**src/rtl/shift_sequencer_pkg.sv**
```systemverilog
// Shared definitions for the multi-cycle shift sequencer: shift-op encodings,
// FSM states and default widths.
package shift_sequencer_pkg;

  localparam int unsigned WIDTH_DEF = 16;
  localparam int unsigned CNT_W_DEF = 4;

  localparam logic [2:0] OP_PASS = 3'b000;
  localparam logic [2:0] OP_LSL  = 3'b001;
  localparam logic [2:0] OP_LSR  = 3'b010;
  localparam logic [2:0] OP_ROL  = 3'b011;
  localparam logic [2:0] OP_ROR  = 3'b100;

  typedef enum logic [1:0] {
    IDLE  = 2'd0,
    SHIFT = 2'd1,
    DONE  = 2'd2
  } seqState_e;

endpackage

```
**src/rtl/shift_sequencer_step.sv**
```systemverilog
// Combinational single-step shift/rotate unit using the common 3-bit op code.
module shift_step
  import shift_sequencer_pkg::*;
#(
  parameter int unsigned WIDTH = WIDTH_DEF
) (
  input  logic [WIDTH-1:0] d,
  input  logic [2:0]       op,
  output logic [WIDTH-1:0] q,
  output logic             out_bit
);

  always_comb begin
    q       = d;
    out_bit = 1'b0;
    case (op)
      OP_LSL: begin
        out_bit = d[WIDTH-1];
        q       = {d[WIDTH-2:0], 1'b0};
      end
      OP_LSR: begin
        out_bit = d[0];
        q       = {1'b0, d[WIDTH-1:1]};
      end
      OP_ROL: begin
        out_bit = d[WIDTH-1];
        q       = {d[WIDTH-2:0], d[WIDTH-1]};
      end
      OP_ROR: begin
        out_bit = d[0];
        q       = {d[0], d[WIDTH-1:1]};
      end
      default: begin
        // pass and unassigned encodings leave the word untouched
        q       = d;
        out_bit = 1'b0;
      end
    endcase
  end

endmodule

```
**src/rtl/shift_sequencer.sv**
```systemverilog
// Multi-cycle shift engine: one shift_step per clock, count steps per request,
// with start/busy/done handshake.
module shift_sequencer
  import shift_sequencer_pkg::*;
#(
  parameter int unsigned WIDTH = WIDTH_DEF,
  parameter int unsigned CNT_W = CNT_W_DEF
) (
  input  logic             clk,
  input  logic             rst,
  input  logic             start,
  input  logic [WIDTH-1:0] dataIn,
  input  logic [2:0]       op,
  input  logic [CNT_W-1:0] count,
  output logic [WIDTH-1:0] dataOut,
  output logic             carry,
  output logic             busy,
  output logic             done
);

  seqState_e        state;
  seqState_e        nextState;
  logic [2:0]       opReg;
  logic [CNT_W-1:0] remaining;
  logic [WIDTH-1:0] stepQ;
  logic             stepOut;

  shift_step #(.WIDTH(WIDTH)) uStep (
    .d      (dataOut),
    .op     (opReg),
    .q      (stepQ),
    .out_bit(stepOut)
  );

  always_ff @(posedge clk) begin
    if (rst) begin
      state <= IDLE;
    end else begin
      state <= nextState;
    end
  end

  always_comb begin
    nextState = state;
    case (state)
      IDLE: begin
        if (start) begin
          nextState = (count != '0) ? SHIFT : DONE;
        end
      end
      SHIFT: begin
        if (remaining == CNT_W'(1)) begin
          nextState = DONE;
        end
      end
      DONE:    nextState = IDLE;
      default: nextState = IDLE;
    endcase
  end

  always_comb begin
    busy = 1'b0;
    done = 1'b0;
    case (state)
      SHIFT: busy = 1'b1;
      DONE: begin
        busy = 1'b1;
        done = 1'b1;
      end
      default: begin
        busy = 1'b0;
        done = 1'b0;
      end
    endcase
  end

  always_ff @(posedge clk) begin
    if (rst) begin
      dataOut   <= '0;
      carry     <= 1'b0;
      opReg     <= '0;
      remaining <= '0;
    end else begin
      case (state)
        IDLE: begin
          if (start) begin
            dataOut   <= dataIn;
            opReg     <= op;
            remaining <= count;
            carry     <= 1'b0;
          end
        end
        SHIFT: begin
          dataOut <= stepQ;
          carry   <= stepOut;
          // SHIFT is only ever entered with remaining >= 1, so this never wraps
          if (remaining != '0) begin
            remaining <= remaining - CNT_W'(1);
          end
        end
        default: ;
      endcase
    end
  end

endmodule

```
**config.mk**
```make
export PLATFORM = sky130hd
export DESIGN_NAME = shift_sequencer
export DESIGN_NICKNAME = d
export VERILOG_FILES = /design/src/rtl/shift_sequencer_pkg.sv /design/src/rtl/shift_sequencer_step.sv /design/src/rtl/shift_sequencer.sv
export SDC_FILE = /design/constraint.sdc
export NUM_CORES = 1
export LEC_CHECK = 0
export CAP_MARGIN = 25
export CORE_UTILIZATION = 44
export CTS_BUF_LIST = sky130_fd_sc_hd__clkbuf_8 sky130_fd_sc_hd__clkbuf_16
export CTS_CLUSTER_SIZE = 10
export DETAILED_ROUTE_END_ITERATION = 10
export PLACE_DENSITY = 0.75
export SYNTH_ARGS = -nofsm -noshare
export SYNTH_HDL_FRONTEND = slang
export SYNTH_SLANG_ARGS = --single-unit
```
**constraint.sdc**
```tcl
create_clock -name clk -period 2 [get_ports clk]
set_input_delay 0.3 -clock clk [delete_from_list [all_inputs] [get_ports clk]]
set_output_delay 0.3 -clock clk [all_outputs]
set_load 0.01 [all_outputs]
```
==> results_tabular.tex <==
\begin{tabular}{lr}
\hline
Metric & Value \\
\hline
\multicolumn{2}{l}{\textbf{Status}} \\
\quad Run status & completed \\
\multicolumn{2}{l}{\textbf{Timing}} \\
\quad Maximum clock skew at final layout & 0.00684 ns \\
\quad Transition time of the tightest slew-check pin & 0.508 ns \\
\quad Number of max-slew violations in the final report & 0 \\
\quad Hold Fails Final Rpt & 0 \\
\quad Worst Hold Margin & 0.506 ns \\
\quad Setup repair after global routing missed its margin & false \\
\quad Final number of setup-violating endpoints & 0 \\
\quad Clock period minus worst slack & 1.83 ns \\
\quad Achievable Freq & 546 MHz \\
\quad Final setup margin & 0.167 ns \\
\quad Setup TNS Final & 0 ns \\
\quad Worst max-slew margin expressed relative to the limit & 66.0\% \\
\quad Period utilization & 91.6\% \\
\multicolumn{2}{l}{\textbf{Pwr}} \\
\quad Part of the total power dissipated in sequential elements & 38.5\% \\
\quad Proportion of total power due to net switching & 33.7\% \\
\quad LEAKAGE & 0.875 nW \\
\quad PD cells & 797 mW/mm\^{}2 \\
\quad Power share of the clock group & 19.5\% \\
\quad IR drop worst, VDD & 0.357 mV \\
\quad Cell-internal power & 1.17 mW \\
\quad Fraction of power consumed by combinational cells & 42.0\% \\
\quad Sw Pwr & 0.596 mW \\
\multicolumn{2}{l}{\textbf{GRT}} \\
\quad Number of global-route vias before repair & 1352 \\
\quad First-pass GRT wire length & 6.04 mm \\
\quad GRT Total Usage & 18.6\% \\
\quad Initial antenna violation count & 0 \\
\quad Final global-route overflow total & 0 \\
\quad Largest net degree at the start of global routing & 33 \\
\multicolumn{2}{l}{\textbf{Layout}} \\
\quad Area growth syn-to-layout & 32.2\% \\
\quad Most common cell after layout, fill and taps aside & sky130\_fd\_sc\_hd\_\_clkdlybuf4s50\_1 \\
\quad Diode count & 0 \\
\quad Leading cell types in the layout, fill and taps excluded & 44 x sky130\_fd\_sc\_hd\_\_clkdlybuf4s50\_1, 26 x sky130\_fd\_sc\_hd\_\_dfxtp\_1, 18 x sky130\_fd\_sc\_hd\_\_nor2b\_1, 18 x sky130\_fd\_sc\_hd\_\_nor2\_1, 11 x sky130\_fd\_sc\_hd\_\_nand3\_1 \\
\quad Nets & 265 \\
\quad Finished layout cell area & 0.00221 mm\^{}2 \\
\quad Layout cells sized above 1 & 12.4\% \\
\multicolumn{2}{l}{\textbf{Floorplan}} \\
\quad Cell Rows & 22 \\
\quad Overall die area & 0.00406 mm\^{}2 \\
\quad Overall die width & 63.7 um \\
\quad Total core area & 0.00366 mm\^{}2 \\
\quad Die Span Y & 63.7 um \\
\quad Initial core utilization & 45.8\% \\
\quad Number of primary I/O pins & 45 \\
\multicolumn{2}{l}{\textbf{Clock tree}} \\
\quad Post-CTS Hold Fix Bufs & 0 \\
\quad TritonCTS buffer count & 3 \\
\quad Depth of the CTS H-tree & 1 \\
\quad Clk\_lat worst skew & 0.27 ns \\
\quad PostCTS Resize Cnt & 0 \\
\quad TritonCTS clock tree & built \\
\quad Clk pin slew, worst setup/hold paths & 0.09 ns \\
\quad Number of buffers between clock root and the deepest sink & 2 \\
\quad Root Buffer Master & sky130\_fd\_sc\_hd\_\_clkbuf\_8 \\
\quad Buffer count from post-CTS setup fixing & 0 \\
\quad Sinks on the clock net & 26 \\
\multicolumn{2}{l}{\textbf{Yosys}} \\
\quad Number of synthesized flops with an enable pin & 0 \\
\quad Share of flip-flops with an asynchronous set or reset after synthesis & 0\% \\
\quad Distinct cell type count of the synthesized netlist & 39 \\
\quad Flip-flop and latch count after synthesis & 26 \\
\quad Number of warnings reported in the yosys synthesis log & 0 \\
\quad Leading register cell type out of synthesis & sky130\_fd\_sc\_hd\_\_dfxtp\_1 \\
\quad Net count of the mapped netlist & 225 \\
\quad Post-Syn Area per Cell & 8.64 um\^{}2 \\
\quad Sequential-to-total area share from yosys stat & 31.1\% \\
\quad Post-Synthesis Cells & 194 \\
\quad Cell area after synthesis & 0.00168 mm\^{}2 \\
\multicolumn{2}{l}{\textbf{Setup path}} \\
\quad Worst Path Required & 2.18 ns \\
\quad Cell-by-cell listing of the critical path & inv\_1 -> ha\_1 -> mux2i\_1 -> or3\_1 -> buf\_12 -> o41ai\_2 \\
\quad Highest fanout seen on the critical path & 32 \\
\quad Startpoint kind of the worst setup timing path & register \\
\quad CP endpoint kind & register \\
\quad Critical Path Max Stage Delay & 0.43 ns \\
\quad Type of the setup path with the least slack & reg2reg \\
\quad Cell type group with the largest total delay on the critical path & simple AND/OR/NAND/NOR gates \\
\quad Sum of buffers and inverters on the critical path & 2 \\
\quad Arrival time worst endpoint & 2.01 ns \\
\quad Slowest-stage cell, CP & sky130\_fd\_sc\_hd\_\_or3\_1 \\
\multicolumn{2}{l}{\textbf{Place}} \\
\quad RePlAce Congestion & 0.781 \\
\quad Dpl ws & 0.0715 ns \\
\quad Port bufs & 44 \\
\quad Post-DP HPWL & 2.66 mm \\
\quad Post-placement cell area & 0.00216 mm\^{}2 \\
\multicolumn{2}{l}{\textbf{Route}} \\
\quad Number of DRC markers after the initial detailed-route iteration & 114 \\
\quad Pre-Repair DR Iteration Count & 4 \\
\quad WL/cell & 13.4 um \\
\quad Via count normalized by instance count & 5.36 \\
\quad Number of vias after detailed routing & 1505 \\
\quad DR top layer & met4 \\
\quad Final wirelength & 3.76 mm \\
\quad Routed metal-1 wirelength & 1.80 mm \\
\quad Remaining number of nets flagged by the antenna check after routing & 0 \\
\quad Met3 wire length & 72 um \\
\quad Post-route DRC violation count & 0 \\
\quad Met2 wirelength from detailed routing & 1.86 mm \\
\multicolumn{2}{l}{\textbf{Run}} \\
\quad Number of max-cap violations & 0 \\
\multicolumn{2}{l}{\textbf{Hold path}} \\
\quad Worst hold path type & reg2reg \\
\hline
\end{tabular}
[per-layer routing]
layer | track usage, % | vias up
met3 | 1.99 | 2
met5 | 0 | -
met1 | 24.6 | 701
met2 | 31.4 | 21
li1 | - | 781
met4 | 5.40 | 0
[final cells by class]
cell class / instances / area, um^2
clock buffer: 4 / 55.1
fill: 337 / 1450
inverter: 10 / 37.5
multi-input combinational: 139 / 1010
sequential: 26 / 520
tap: 48 / 60.1
timing repair buffer: 54 / 528
[flip-flops by register name (all words and copies together) (netlist names)]
signal and count:
state 2, opReg 3, remaining 4, dataOut 16, carry 1
[final timing paths]
| check | cells past startpoint | start | slack [ns] | end |
|---|---|---|---|---|
| worst max-delay path | 6 | state[0] | 0.17 | dataOut[12] |
| worst max register to register | 6 | state[0] | 0.17 | dataOut[12] |
| worst min register to register | 2 | dataOut[8] | 0.51 | dataOut[8] |
| worst min-delay path | 2 | dataOut[8] | 0.51 | dataOut[8] |
[tightest hold or removal path, stage by stage (launching register included)]
cell and delay (ns):
sky130_fd_sc_hd__dfxtp_1 0.33, sky130_fd_sc_hd__nand3_1 0.08, sky130_fd_sc_hd__o41ai_2 0.06
[power groups by stage]
stage	sequential (mW)	clock (mW)	combinational, mW
2_1_floorplan	0.694	0	0.472
3_3_place_gp	0.691	0	0.731
3_5_place_dp	0.691	0	0.742
4_1_cts	0.679	0.350	0.747
5_1_grt	0.690	0.375	0.815
6_report	0.680	0.343	0.742
[kinds of logic after synthesis]
kind of cell             after synthesis  synth area share [%]
multiplexers                          16                  10.1
AO/OA/AOI/OAI                         42                  22.8
adder cells (fa/ha/maj)                5                  3.73
AND/OR/NAND/NOR                       75                  23.4
XOR/XNOR                               1                 0.523
buffers and inverters                 29                  8.44
flip-flops                            26                  31.1
[metrics by stage]
stage | instances | power, mW | utilization (%)
final | 281 | 1.77 | 60.5
after CTS | 281 | 1.78 | 60.5
after global placement | 277 | 1.42 | 59.0
after global routing | 281 | 1.88 | 60.5
after detailed placement | 277 | 1.43 | 59.0
after floorplan | 194 | 1.17 | -
[cells in the mapped netlist, drive strengths merged, types with 2 or more instances]
| cell | n | area, um^2 |
|---|---|---|
| nand3 | 11 | 55.1 |
| mux2i | 9 | 90.1 |
| nor2 | 18 | 67.6 |
| o31ai | 2 | 15.0 |
| and2 | 2 | 12.5 |
| or4 | 2 | 15.0 |
| nand2b | 2 | 12.5 |
| ha | 5 | 62.6 |
| o41ai | 8 | 130 |
| o21ai | 3 | 15.0 |
| dfxtp | 26 | 521 |
| a32o | 9 | 90.1 |
| a21oi | 8 | 40.0 |
| o21a | 2 | 15.0 |
| nor2b | 18 | 113 |
| nand2 | 7 | 26.3 |
| a21o | 2 | 15.0 |
| buf | 12 | 76.3 |
| nor3 | 9 | 45.0 |
| inv | 9 | 33.8 |
| clkbuf | 7 | 27.5 |
| a31oi | 3 | 18.8 |
| mux2 | 7 | 78.8 |
| nor3b | 2 | 15.0 |
Note: power is estimated with default switching activity, not from simulation.
==> edit (same flow settings) <==
Put one more register stage on the output `dataOut`, with the module's reset. The value now appears one clock later. The other outputs are not delayed to match.
--- a/src/rtl/shift_sequencer.sv
+++ b/src/rtl/shift_sequencer.sv
@@ -18,6 +18,8 @@
   output logic             done
 );
 
+  logic [WIDTH-1:0] dataOut_s0;
+
   seqState_e        state;
   seqState_e        nextState;
   logic [2:0]       opReg;
@@ -26,7 +28,7 @@
   logic             stepOut;
 
   shift_step #(.WIDTH(WIDTH)) uStep (
-    .d      (dataOut),
+    .d      (dataOut_s0),
     .op     (opReg),
     .q      (stepQ),
     .out_bit(stepOut)
@@ -76,7 +78,7 @@
 
   always_ff @(posedge clk) begin
     if (rst) begin
-      dataOut   <= '0;
+      dataOut_s0 <= '0;
       carry     <= 1'b0;
       opReg     <= '0;
       remaining <= '0;
@@ -84,14 +86,14 @@
       case (state)
         IDLE: begin
           if (start) begin
-            dataOut   <= dataIn;
+            dataOut_s0 <= dataIn;
             opReg     <= op;
             remaining <= count;
             carry     <= 1'b0;
           end
         end
         SHIFT: begin
-          dataOut <= stepQ;
+          dataOut_s0 <= stepQ;
           carry   <= stepOut;
           // SHIFT is only ever entered with remaining >= 1, so this never wraps
           if (remaining != '0) begin
@@ -103,5 +105,13 @@
     end
   end
 
+  always_ff @(posedge clk) begin
+    if (rst) begin
+      dataOut <= '0;
+    end else begin
+      dataOut <= dataOut_s0;
+    end
+  end
+
 endmodule
 
Check against the original RTL: not equivalent (a bounded check fails within 4 cycles, from zero or initial values and one cycle with rst high).
==> edit against the original RTL <==
The flow now finishes with violations (design-rule violations). Critical path type unchanged. Sequential power grew 49%. Power grew 34%. Via count grew 12%. Die area grew 24%. Final area grew 21%. Synthesized cell count grew 18%. Critical endpoint is now dataOut_s0[13]. Largest cell class unchanged. Area after synthesis grew 25%. Clock power grew 85%. First-iteration DRC count grew 4.4%. Sequential cell count grew 16. Setup slack lost 0.83 ps. Count of clock-buffer cells in the layout grew 4. Routed wire length grew 12%.
==> edit: results (changes against the original RTL) <==
The number of non-clock buffers is 53 (was 54). The placed wire-length estimate after detailed placement was 2850 um (was 2660 um). The average size of a mapped cell came out at 9.16 sq um (was 8.64 sq um). The worst-case hold slack was 479 ps (was 506 ps).

The endpoint of the most critical register-to-register path is dataOut_s0[13] (was dataOut[12]). The clock tree skew after final layout is 4.22 ps (was 6.84 ps). The total met2 wirelength after detailed routing came to 1890 um (was 1860 um). The register cell area after layout came out at 841 sq um (was 520 sq um). The number of global-route vias before repair came out at 1586 (was 1352). The total number of H-tree levels is 2 (was 1). The static power due to leakage came out at 1.07 nW (was 0.875 nW).

The global-route wire length before repair came out at 7010 um (was 6040 um). The count of state elements after synthesis is 42 (was 26). Outcome: complete, but fails checks (was finished clean).

The via count normalized by instance count came out at 5.20 (was 5.36). The detailed-route wire length per cell is 13.0 um (was 13.4 um). Synth top area cells: sky130_fd_sc_hd__dfxtp_1 40%, sky130_fd_sc_hd__nor2b_1 7.8%, sky130_fd_sc_hd__nor3_2 6.7%, sky130_fd_sc_hd__a22o_1 5.8%, sky130_fd_sc_hd__mux2i_1 5.7% (was sky130_fd_sc_hd__dfxtp_1 31%, sky130_fd_sc_hd__o41ai_2 7.8%, sky130_fd_sc_hd__nor2b_1 6.7%, sky130_fd_sc_hd__a32o_1 5.4%, sky130_fd_sc_hd__mux2i_1 5.4%). The worst setup timing slack at the placement stage is 83.3 ps (was 71.5 ps). The mux share of post-synthesis cell area is 0.0572 (was 0.101).

Biggest regs: dataOut x16, dataOut_s0 x16, remaining x4 (was dataOut x16, remaining x4, opReg x3). The routed via count is 1680 (was 1505). The worst-case reg-to-reg path depth came to 7 (was 6).

The layout filler cell count was 405 (was 337). The total of clock buffers placed in the layout was 8 (was 4). The wire length on met3 came out at 164 um (was 72 um).

The final reports fail on design-rule violations. The critical path required time is 2250 ps (was 2180 ps). The final-layout non-clock buffer area share is 0.199 (was 0.238). The number of design rule violations left after detail routing came out at 2 (was 0). The total track usage came out at 0.177 (was 0.186). The detailed-routing iteration count for the pre-antenna-repair pass came to 7 (was 4). The net count after synthesis is 260 (was 225). List of most frequent post-synthesis cells: 42 x sky130_fd_sc_hd__dfxtp_1, 26 x sky130_fd_sc_hd__nor2_1, 26 x sky130_fd_sc_hd__nor2b_1 (was 26 x sky130_fd_sc_hd__dfxtp_1, 18 x sky130_fd_sc_hd__nor2_1, 18 x sky130_fd_sc_hd__nor2b_1). The placed cell area was 0.00257 sq mm (was 0.00216 sq mm).

The clock distribution area overhead in the final layout is 0.0411 (was 0.0249). The post-synthesis compound-gate area fraction was 0.159 (was 0.228). The first-iteration detailed-routing DRC count is 119 (was 114). The area share of fa/ha/maj cells after synthesis is 0.0298 (was 0.0373).
==> edit: cell count changes in the layout (fill, tap and decap cells not counted), moves of 7 or more <==
cell and delta:
sky130_fd_sc_hd__nor2b_1 +8, sky130_fd_sc_hd__nor3_1 -7, sky130_fd_sc_hd__o41ai_2 -8, sky130_fd_sc_hd__nor2_1 +8, sky130_fd_sc_hd__mux2_2 -7, sky130_fd_sc_hd__a22o_1 +14, sky130_fd_sc_hd__nand3_1 -8, sky130_fd_sc_hd__a32o_1 -7
sky130_fd_sc_hd__dfxtp_1 +16, sky130_fd_sc_hd__nor3_2 +14
==> edit: power breakdown <==
group / internal (W) / total, W / switching [W]
combinational: 0.000368 / 0.000726 / 0.000358
clock: 0.000349 / 0.000636 / 0.000287
sequential: 0.000945 / 0.00101 / 0.0000643
total: 0.00166 / 0.00237 / 0.000710
